==> src/rtl/instr_mem_loader.sv <==
// Byte-serial loader that packs big-endian bytes into 32-bit instruction words and holds the CPU in reset until the image is in.
// Optional trailing XOR checksum byte is enabled by defining LOADER_CHECKSUM_EN.
module instr_mem_loader #(
    parameter int          ADDR_WIDTH = 10,
    parameter logic [31:0] BASE_ADDR  = 32'h0
) (
    input  logic                  Clk,
    input  logic                  Reset,
    input  logic                  Start,
    input  logic [ADDR_WIDTH:0]   Length,
    input  logic [7:0]            ByteIn,
    input  logic                  ByteValid,
    output logic                  ByteReady,
    output logic                  MemWrite,
    output logic [31:0]           MemAddress,
    output logic [31:0]           MemWriteData,
    output logic                  Busy,
    output logic                  Done,
    output logic                  Error,
    output logic                  CpuHold
);

    typedef enum logic [2:0] {
        IDLE,
        COLLECT,
        WRITE,
`ifdef LOADER_CHECKSUM_EN
        CHECK,
`endif
        DONE
    } state_t;

    localparam logic [ADDR_WIDTH:0] DEPTH = {1'b1, {ADDR_WIDTH{1'b0}}};

    state_t                  state_q;
    logic [ADDR_WIDTH:0]     len_q;
    logic [ADDR_WIDTH-1:0]   word_idx_q;
    logic [1:0]              byte_idx_q;
    logic                    rdy_q, wr_q, busy_q, done_q, err_q, hold_q;
    logic [31:0]             addr_q, data_q;
    logic [ADDR_WIDTH:0]     word_cnt_d;
`ifdef LOADER_CHECKSUM_EN
    logic [7:0]              csum_q;
`endif

    // Words completed after the current WRITE, compared at full width so Length == DEPTH works.
    assign word_cnt_d = {1'b0, word_idx_q} + (ADDR_WIDTH+1)'(1);

    always_ff @(posedge Clk or posedge Reset) begin
        if (Reset) begin
            state_q    <= IDLE;
            len_q      <= '0;
            word_idx_q <= '0;
            byte_idx_q <= '0;
            rdy_q      <= 1'b0;
            wr_q       <= 1'b0;
            addr_q     <= '0;
            data_q     <= '0;
            busy_q     <= 1'b0;
            done_q     <= 1'b0;
            err_q      <= 1'b0;
            hold_q     <= 1'b1;
`ifdef LOADER_CHECKSUM_EN
            csum_q     <= '0;
`endif
        end else begin
            wr_q <= 1'b0;
            case (state_q)
                IDLE, DONE: begin
                    if (Start) begin
                        len_q      <= Length;
                        word_idx_q <= '0;
                        byte_idx_q <= '0;
                        done_q     <= 1'b0;
                        err_q      <= 1'b0;
`ifdef LOADER_CHECKSUM_EN
                        csum_q     <= '0;
`endif
                        if (Length == '0) begin
                            state_q <= DONE;
                            done_q  <= 1'b1;
                            hold_q  <= 1'b0;
                        end else if (Length > DEPTH) begin
                            state_q <= DONE;
                            done_q  <= 1'b1;
                            err_q   <= 1'b1;
                            hold_q  <= 1'b1;
                        end else begin
                            state_q <= COLLECT;
                            rdy_q   <= 1'b1;
                            busy_q  <= 1'b1;
                            hold_q  <= 1'b1;
                        end
                    end
                end
                COLLECT: begin
                    if (ByteValid) begin
                        case (byte_idx_q)
                            2'd0:    data_q[31:24] <= ByteIn;
                            2'd1:    data_q[23:16] <= ByteIn;
                            2'd2:    data_q[15:8]  <= ByteIn;
                            default: data_q[7:0]   <= ByteIn;
                        endcase
`ifdef LOADER_CHECKSUM_EN
                        csum_q <= csum_q ^ ByteIn;
`endif
                        byte_idx_q <= byte_idx_q + 2'd1;
                        if (byte_idx_q == 2'd3) begin
                            state_q <= WRITE;
                            rdy_q   <= 1'b0;
                            wr_q    <= 1'b1;
                            addr_q  <= BASE_ADDR + 32'({word_idx_q, 2'b00});
                        end
                    end
                end
                WRITE: begin
                    if (word_cnt_d == len_q) begin
`ifdef LOADER_CHECKSUM_EN
                        state_q <= CHECK;
                        rdy_q   <= 1'b1;
`else
                        state_q <= DONE;
                        busy_q  <= 1'b0;
                        done_q  <= 1'b1;
                        hold_q  <= 1'b0;
`endif
                    end else begin
                        word_idx_q <= word_idx_q + 1'b1;
                        state_q    <= COLLECT;
                        rdy_q      <= 1'b1;
                    end
                end
`ifdef LOADER_CHECKSUM_EN
                CHECK: begin
                    if (ByteValid) begin
                        state_q <= DONE;
                        rdy_q   <= 1'b0;
                        busy_q  <= 1'b0;
                        done_q  <= 1'b1;
                        err_q   <= (ByteIn != csum_q);
                        hold_q  <= (ByteIn != csum_q);
                    end
                end
`endif
                default: state_q <= IDLE;
            endcase
        end
    end

    assign ByteReady    = rdy_q;
    assign MemWrite     = wr_q;
    assign MemAddress   = addr_q;
    assign MemWriteData = data_q;
    assign Busy         = busy_q;
    assign Done         = done_q;
    assign Error        = err_q;
    assign CpuHold      = hold_q;

endmodule

==> config.mk <==
export PLATFORM = sky130hd
export DESIGN_NAME = instr_mem_loader
export DESIGN_NICKNAME = d
export VERILOG_FILES = /design/src/rtl/instr_mem_loader.sv
export SDC_FILE = /design/constraint.sdc
export NUM_CORES = 1
export LEC_CHECK = 0
export CAP_MARGIN = 20
export CORE_ASPECT_RATIO = 0.5
export CORE_MARGIN = 1.5
export CORE_UTILIZATION = 40
export DETAILED_ROUTE_END_ITERATION = 10
export PLACE_DENSITY = 0.73
export SLEW_MARGIN = 40
export SYNTH_ARGS = -nofsm -noshare
export SYNTH_HDL_FRONTEND = slang
export SYNTH_SLANG_ARGS = --single-unit
export TNS_END_PERCENT = 20
==> constraint.sdc <==
create_clock -name Clk -period 2.76 [get_ports Clk]
set_input_delay 0.276 -clock Clk [delete_from_list [all_inputs] [get_ports Clk]]
set_output_delay 0.276 -clock Clk [all_outputs]
set_load 0.005 [all_outputs]
# Word level (Yosys, flattened, before mapping)
# Index checks and enable logic that the tools add are counted.
# W data, S select, Z words.
[totals] in_bits=23 output_inout_bits=70 reg_bits=74 wordCells=88
[classes] n_reduce_logical=20 muxes=34 n_eq_ne=14 magnitude_cmp=1 add_sub_neg=3 n_bitwise=1
[ops] cell="$reduce_and A3 Y1" count=9
[ops] cell="$mux W10" count=2
[ops] cell="$pmux W10 S2" count=1
[ops] cell="$mux W1" count=17
[ops] cell="$ne A2 B2 Y1 const B" count=7
[ops] cell="$add A10 B1 Y11 const B" count=1
[ops] cell="$eq A11 B11 Y1" count=1
[ops] cell="$gt A11 B11 Y1 const B" count=1
[ops] cell="$logic_not A11 Y1" count=1
[ops] cell="$add A10 B1 Y10 const B" count=1
[ops] cell="$mux W2" count=5
[ops] cell="$mux W3" count=3
[ops] cell="$pmux W3 S3" count=1
[ops] cell="$reduce_and A7 Y1" count=1
[ops] cell="$eq A3 B2 Y1 const B" count=2
[ops] cell="$pmux W1 S2" count=3
[ops] cell="$reduce_and A5 Y1" count=1
[ops] cell="$eq A2 B2 Y1 const B" count=2
[ops] cell="$pmux W2 S2" count=1
[ops] cell="$reduce_bool A2 Y1" count=2
[ops] cell="$eq A3 B1 Y1 const B" count=1
[ops] cell="$logic_not A3 Y1" count=1
[ops] cell="$pmux W1 S3" count=1
[ops] cell="$reduce_bool A3 Y1" count=1
[ops] cell="7 further kinds" count=7

# Logic depth before layout (Yosys ltp)
[logic_depth] ltp_word=5 depth_mapped=8 depth_no_buf=8

# Worst setup path before layout
# OpenSTA, ideal clock, no wires.
[synth_path] path_type="register -> register" start="register word_idx_q[0]" end="register rdy_q (netlist: ByteReady)" t_arrival_ns=2.412 required_ns=2.635 setup_ns=0.125 path_slack_ns=0.223 stages_incl_launch_ff=8 path_cell_list="dfrtp_1 > ha_1 > xnor2_1 > xnor2_1 > or4_1 > nor4_4 > a21oi_2 > mux2_4"
[synth_between] elab_chain_cells=4
[synth_lines] element="from (decl)" line="37" text="logic [ADDR_WIDTH-1:0] word_idx_q;"
[synth_lines] element="from (signal assigned)" line="128" text="word_idx_q <= word_idx_q + 1'b1;"
[synth_lines] element="$add A10 B1 Y11" line="47" text="assign word_cnt_d = {1'b0, word_idx_q} + (ADDR_WIDTH+1)'(1);"
[synth_lines] element="$eq A11 B11 Y1" line="117" text="if (word_cnt_d == len_q) begin"
[synth_lines] element="$ne A2 B2 Y1 (no line)"
[synth_lines] element="$reduce_and A7 Y1 (no line)"
[synth_lines] element="to (signal assigned)" line="55" text="rdy_q <= 1'b0;"
[synth_lines] element="to (signal assigned)" line="110" text="rdy_q <= 1'b0;"
[synth_lines] element="to (signal assigned)" line="130" text="rdy_q <= 1'b1;"
[synth_lines] element="to (decl)" line="39" text="logic rdy_q, wr_q, busy_q, done_q, err_q, hold_q;"
# No other way between the ends.
# A chain may end at the register's enable or synchronous reset.

# Worst setup path after layout
[layout_path] start="register word_idx_q[0]" end="register word_idx_q[4]"
[layout_between] elab_chain_cells=4 word_cells_on_any_way=7 cone_classes="add/sub: 2; eq/ne: 2; mux: 2; reduce/logical: 1"
[layout_lines] element="$add A10 B1 Y11" line="47"
[layout_lines] element="$eq A11 B11 Y1" line="117"
[layout_lines] element="$ne A2 B2 Y1 (no line)"
[layout_lines] element="$reduce_and A3 Y1 (no line)"
# Several ways; a longest one is shown, not always the timed one. The select of a mux whose other input is x is not followed.

==> results.md <==
| Metric | Value |
|---|---|
| Status | complete, no violations |
| Max-Slew Margin vs Limit | 65.0% |
| CTS Root Buffer Type | sky130_fd_sc_hd__clkbuf_16 |
| Routed wirelength normalized by instance count | 14.6 um |
| Maximum vdd ir drop | 0.429 mV |
| Starting density of the core | 41.4% |
| Seq/Total Area, Yosys | 50.5% |
| Number of enable-type register cells in the synthesized netlist | 0 |
| Library cell occupying the most area in the post-synthesis netlist | sky130_fd_sc_hd__dfrtp_1 |
| Global-route usage over all layers | 17.1% |
| Total placed cells including tap cells | 497 |
| Period minus WS final | 2.53 ns |
| Remaining antenna violation count after routing | 0 |
| Post-detailed-route DRC marker count | 0 |
| Critical path class | flop to flop |
| Fillcell total | 754 |
| Endpoint class of the critical path | flop |
| Estimated wirelength of the detail-placed design | 5280 um |
| Final Net Count | 424 |
| Post-route clock period utilization | 91.8% |
| Synthesized instance count | 306 |
| Crit Path Max Fanout | 9 |
| Final hold vios | 0 |
| Wire length of the first global-routing pass | 12700 um |
| Worst setup endpoint | word_idx_q[4]$_DFFE_PP0P_ |
| Number of different library cells in the post-synthesis netlist | 49 |
| Clock buffer count from CTS | 9 |
| Max Clk Rate | 0.395 GHz |
| Synth top area share | 49.8% |
| Total gr overflow | 0 |
| Setup Fix Bufs, Post-CTS | 0 |
| Clock Latency Late Sink | 0.33 ns |
| Area of the placeable core | 8740 um^2 |
| Clk slew on worst S/H paths | 0.05 ns |
| Async set or reset register ratio after synthesis | 100% |
| Diodes inserted | 0 |
| Cells on worst reg2reg path | 8 |
| Chip width | 138 um |
| Drt pass-1 iters | 4 |
| Startpoint class of the critical path | flop |
| CTS tree | yes |
| Primary flip-flop cell chosen by synthesis mapping | sky130_fd_sc_hd__dfrtp_1 |
| Buffer levels on the longest clock path | 2 |
| Routability congestion estimate from global placement | 0.834 |
| Number of design-rule violations left by the first detailed-router iteration | 209 |
| Overall die area | 9660 um^2 |
| Number of antenna violations at the first check in global routing | 0 |
| Worst hold slack across all endpoints | 0.346 ns |
| Leak | 2.14 nW |
| Setup clock skew after layout | 0.00682 ns |
| Transition at the pin with the smallest max-transition slack | 0.526 ns |
| Layout cells sized above 1 | 22.8% |
| Max Cap Viol | 0 |
| Endpoint of the lowest-slack register-to-register path | word_idx_q[4]$_DFFE_PP0P_ |
| Summed negative setup slack over all endpoints | 0 ns |
| Critical Path AT | 2.73 ns |
| Critical Path Source | word_idx_q[0]$_DFFE_PP0P_ |
| Setup slack of the most critical reg-to-reg path | 0.23 ns |
| Synthesis-stage register bit count | 73 |
| Required time at the endpoint of the critical path | 2.95 ns |
| CTS H-tree depth | 3 |
| Final-report max-slew violation count | 0 |
| Startpoint of the lowest-slack register-to-register path | word_idx_q[0]$_DFFE_PP0P_ |
| RSZ-0062 raised after global routing | no |
| Number of core rows | 24 |
| Die span in y | 70.3 um |
| Power density cells | 958 nW/um^2 |
| Port Buffer Count | 70 |
| Post-DR vias/cell | 5.04 |
| Vias in the first global route | 2495 |
| Post-Syn Area | 3620 um^2 |
| Layout Cells excl Fill | 512 |
| Clk sink count | 73 |
| Pin count of the biggest net entering global routing | 74 |
| Total vias in the final route | 2582 |
| Yosys warning total | 0 |
| Top post-synthesis cells by area | sky130_fd_sc_hd__dfrtp_1 (50%), sky130_fd_sc_hd__mux2_2 (16%), sky130_fd_sc_hd__buf_4 (4.6%), sky130_fd_sc_hd__ha_1 (3.5%), sky130_fd_sc_hd__nand2_1 (2.7%) |
| Post-Route WL | 7490 um |
| Mean cell area of the mapped netlist | 11.8 um^2 |
| Hold Crit Class | input port to asynchronous set/reset pin |
| Number of placed I/O pins | 93 |
| P&R area growth vs syn | 31.2% |
| Setup violation total in the final timing report | 0 |
[cells by family (layout without fill, tap and decap cells)]
group,count (synthesis),after routing,share of synthesized area [%]
and+or+nand+nor,64,64,9.30
xor gates and xnor gates,14,14,3.39
muxes,55,55,17.1
AOI/OAI and AO/OA,44,44,8.78
DFF,73,73,50.5
adders and majority gates,10,10,3.46
other,1,22,0.104
buffers and inverters,45,113,7.33
[how the worst min path moves through the flow]
| stage | from | to | cells past startpoint |
|---|---|---|---|
| 5_1_grt | Reset | MemWriteData[29]$_DFFE_PP0P_ | 3 |
| 3_3_place_gp | MemAddress[3]$_DFFE_PP0P_ | MemAddress[3]$_DFFE_PP0P_ | 2 |
| 2_1_floorplan | Length[10] | Error$_DFFE_PP0P_ | 2 |
| 4_1_cts | Reset | MemWriteData[17]$_DFFE_PP0P_ | 3 |
| 3_5_place_dp | MemAddress[3]$_DFFE_PP0P_ | MemAddress[3]$_DFFE_PP0P_ | 2 |
| 6_report | Reset | MemWriteData[13]$_DFFE_PP0P_ | 3 |
[through the flow]
stage / instance area (um^2) / utilization (%) / worst slack (ns) / power (W)
2_1_floorplan: 3700 / - / 0.223 / 0.00265
3_3_place_gp: 4450 / 51.0 / 0.172 / 0.00337
3_5_place_dp: 4450 / 51.0 / 0.0456 / 0.00343
4_1_cts: 4750 / 54.4 / 0.0295 / 0.00460
5_1_grt: 4750 / 54.4 / 0.0848 / 0.00485
6_report: 4750 / 54.4 / 0.227 / 0.00455
[layout make-up]
class                   count  area, um^2  share of cell area (%)
clock buffers              12         256                    5.40
clock inverters             3        40.0                   0.843
inverters                  13        48.8                    1.03
multi-input cells         209        1610                    33.8
flip-flops and latches     73        1830                    38.5
well taps                 117         146                    3.08
repair buffers             85         826                    17.4
[worst max-delay path: stages, from the launching register on]
cell and delay (ns):
sky130_fd_sc_hd__dfrtp_1 0.40, sky130_fd_sc_hd__buf_4 0.16, sky130_fd_sc_hd__nand3_2 0.09, sky130_fd_sc_hd__or4_1 0.53
sky130_fd_sc_hd__a211o_1 0.34, sky130_fd_sc_hd__nor4_4 0.34, sky130_fd_sc_hd__buf_4 0.22, sky130_fd_sc_hd__or2_1 0.22
sky130_fd_sc_hd__o31ai_1 0.10
[metal layers]
metal	part of all wire, %	global-route usage (%)	vias to the layer above
li1	-	-	1223
met1	46	22.8	1247
met2	46	26.5	104
met3	6.7	4.65	8
met4	1.3	7.02	0
met5	0	0	-
[placed cells by master, fill, tap and decap left out, types with 3 or more instances in the layout]
cell type,synthesis,routed
sky130_fd_sc_hd__inv_1,13,12
sky130_fd_sc_hd__a21oi_1,7,7
sky130_fd_sc_hd__nand2_1,26,26
sky130_fd_sc_hd__xnor2_1,7,7
sky130_fd_sc_hd__conb_1,1,22
sky130_fd_sc_hd__o211ai_1,3,3
sky130_fd_sc_hd__or4_1,3,3
sky130_fd_sc_hd__clkbuf_16,0,9
sky130_fd_sc_hd__dfrtp_1,72,72
sky130_fd_sc_hd__o21ai_0,10,10
sky130_fd_sc_hd__o41a_1,3,3
sky130_fd_sc_hd__clkdlybuf4s50_1,0,70
sky130_fd_sc_hd__o311ai_0,5,5
sky130_fd_sc_hd__nor2_1,8,8
sky130_fd_sc_hd__nand3_1,5,5
sky130_fd_sc_hd__buf_4,22,14
sky130_fd_sc_hd__xor2_1,7,7
sky130_fd_sc_hd__nand4_1,4,4
sky130_fd_sc_hd__o31ai_1,4,4
sky130_fd_sc_hd__ha_1,10,10
sky130_fd_sc_hd__mux2_2,52,52
sky130_fd_sc_hd__or3_1,3,3
sky130_fd_sc_hd__nor4_1,4,4
[registers in the layout, indices dropped and copies added (netlist names), 2 cells and up]
register,flops
len_q,11
word_idx_q,10
MemAddress,10
state_q,2
MemWriteData,32
byte_idx_q,2
[where the power goes]
| group | switching, W | internal (W) |
|---|---|---|
| clock | 0.000411 | 0.000740 |
| combinational | 0.000707 | 0.00101 |
| sequential | 0.000232 | 0.00145 |
[synth_stat cells (all sizes together), types with 2 or more instances]
master  number
nor4         5
o31ai        4
nor2         8
nand2       26
nand3        6
or2          3
clkbuf       4
mux2        53
mux2i        2
o21ai       10
nand4        4
o211ai       3
or4          3
or3          3
a211o        2
dfrtp       72
buf         28
o22ai        2
o311ai       5
o41a         3
xor2         7
xnor2        7
ha          10
a21oi        8
inv         13
[timing repair]
action	4_1_cts	5_1_grt
endpoints found under the setup margin	0	6
resized for setup	0	1
hold buffers	0	0
No activity file was read; power rests on OpenSTA's default activity.
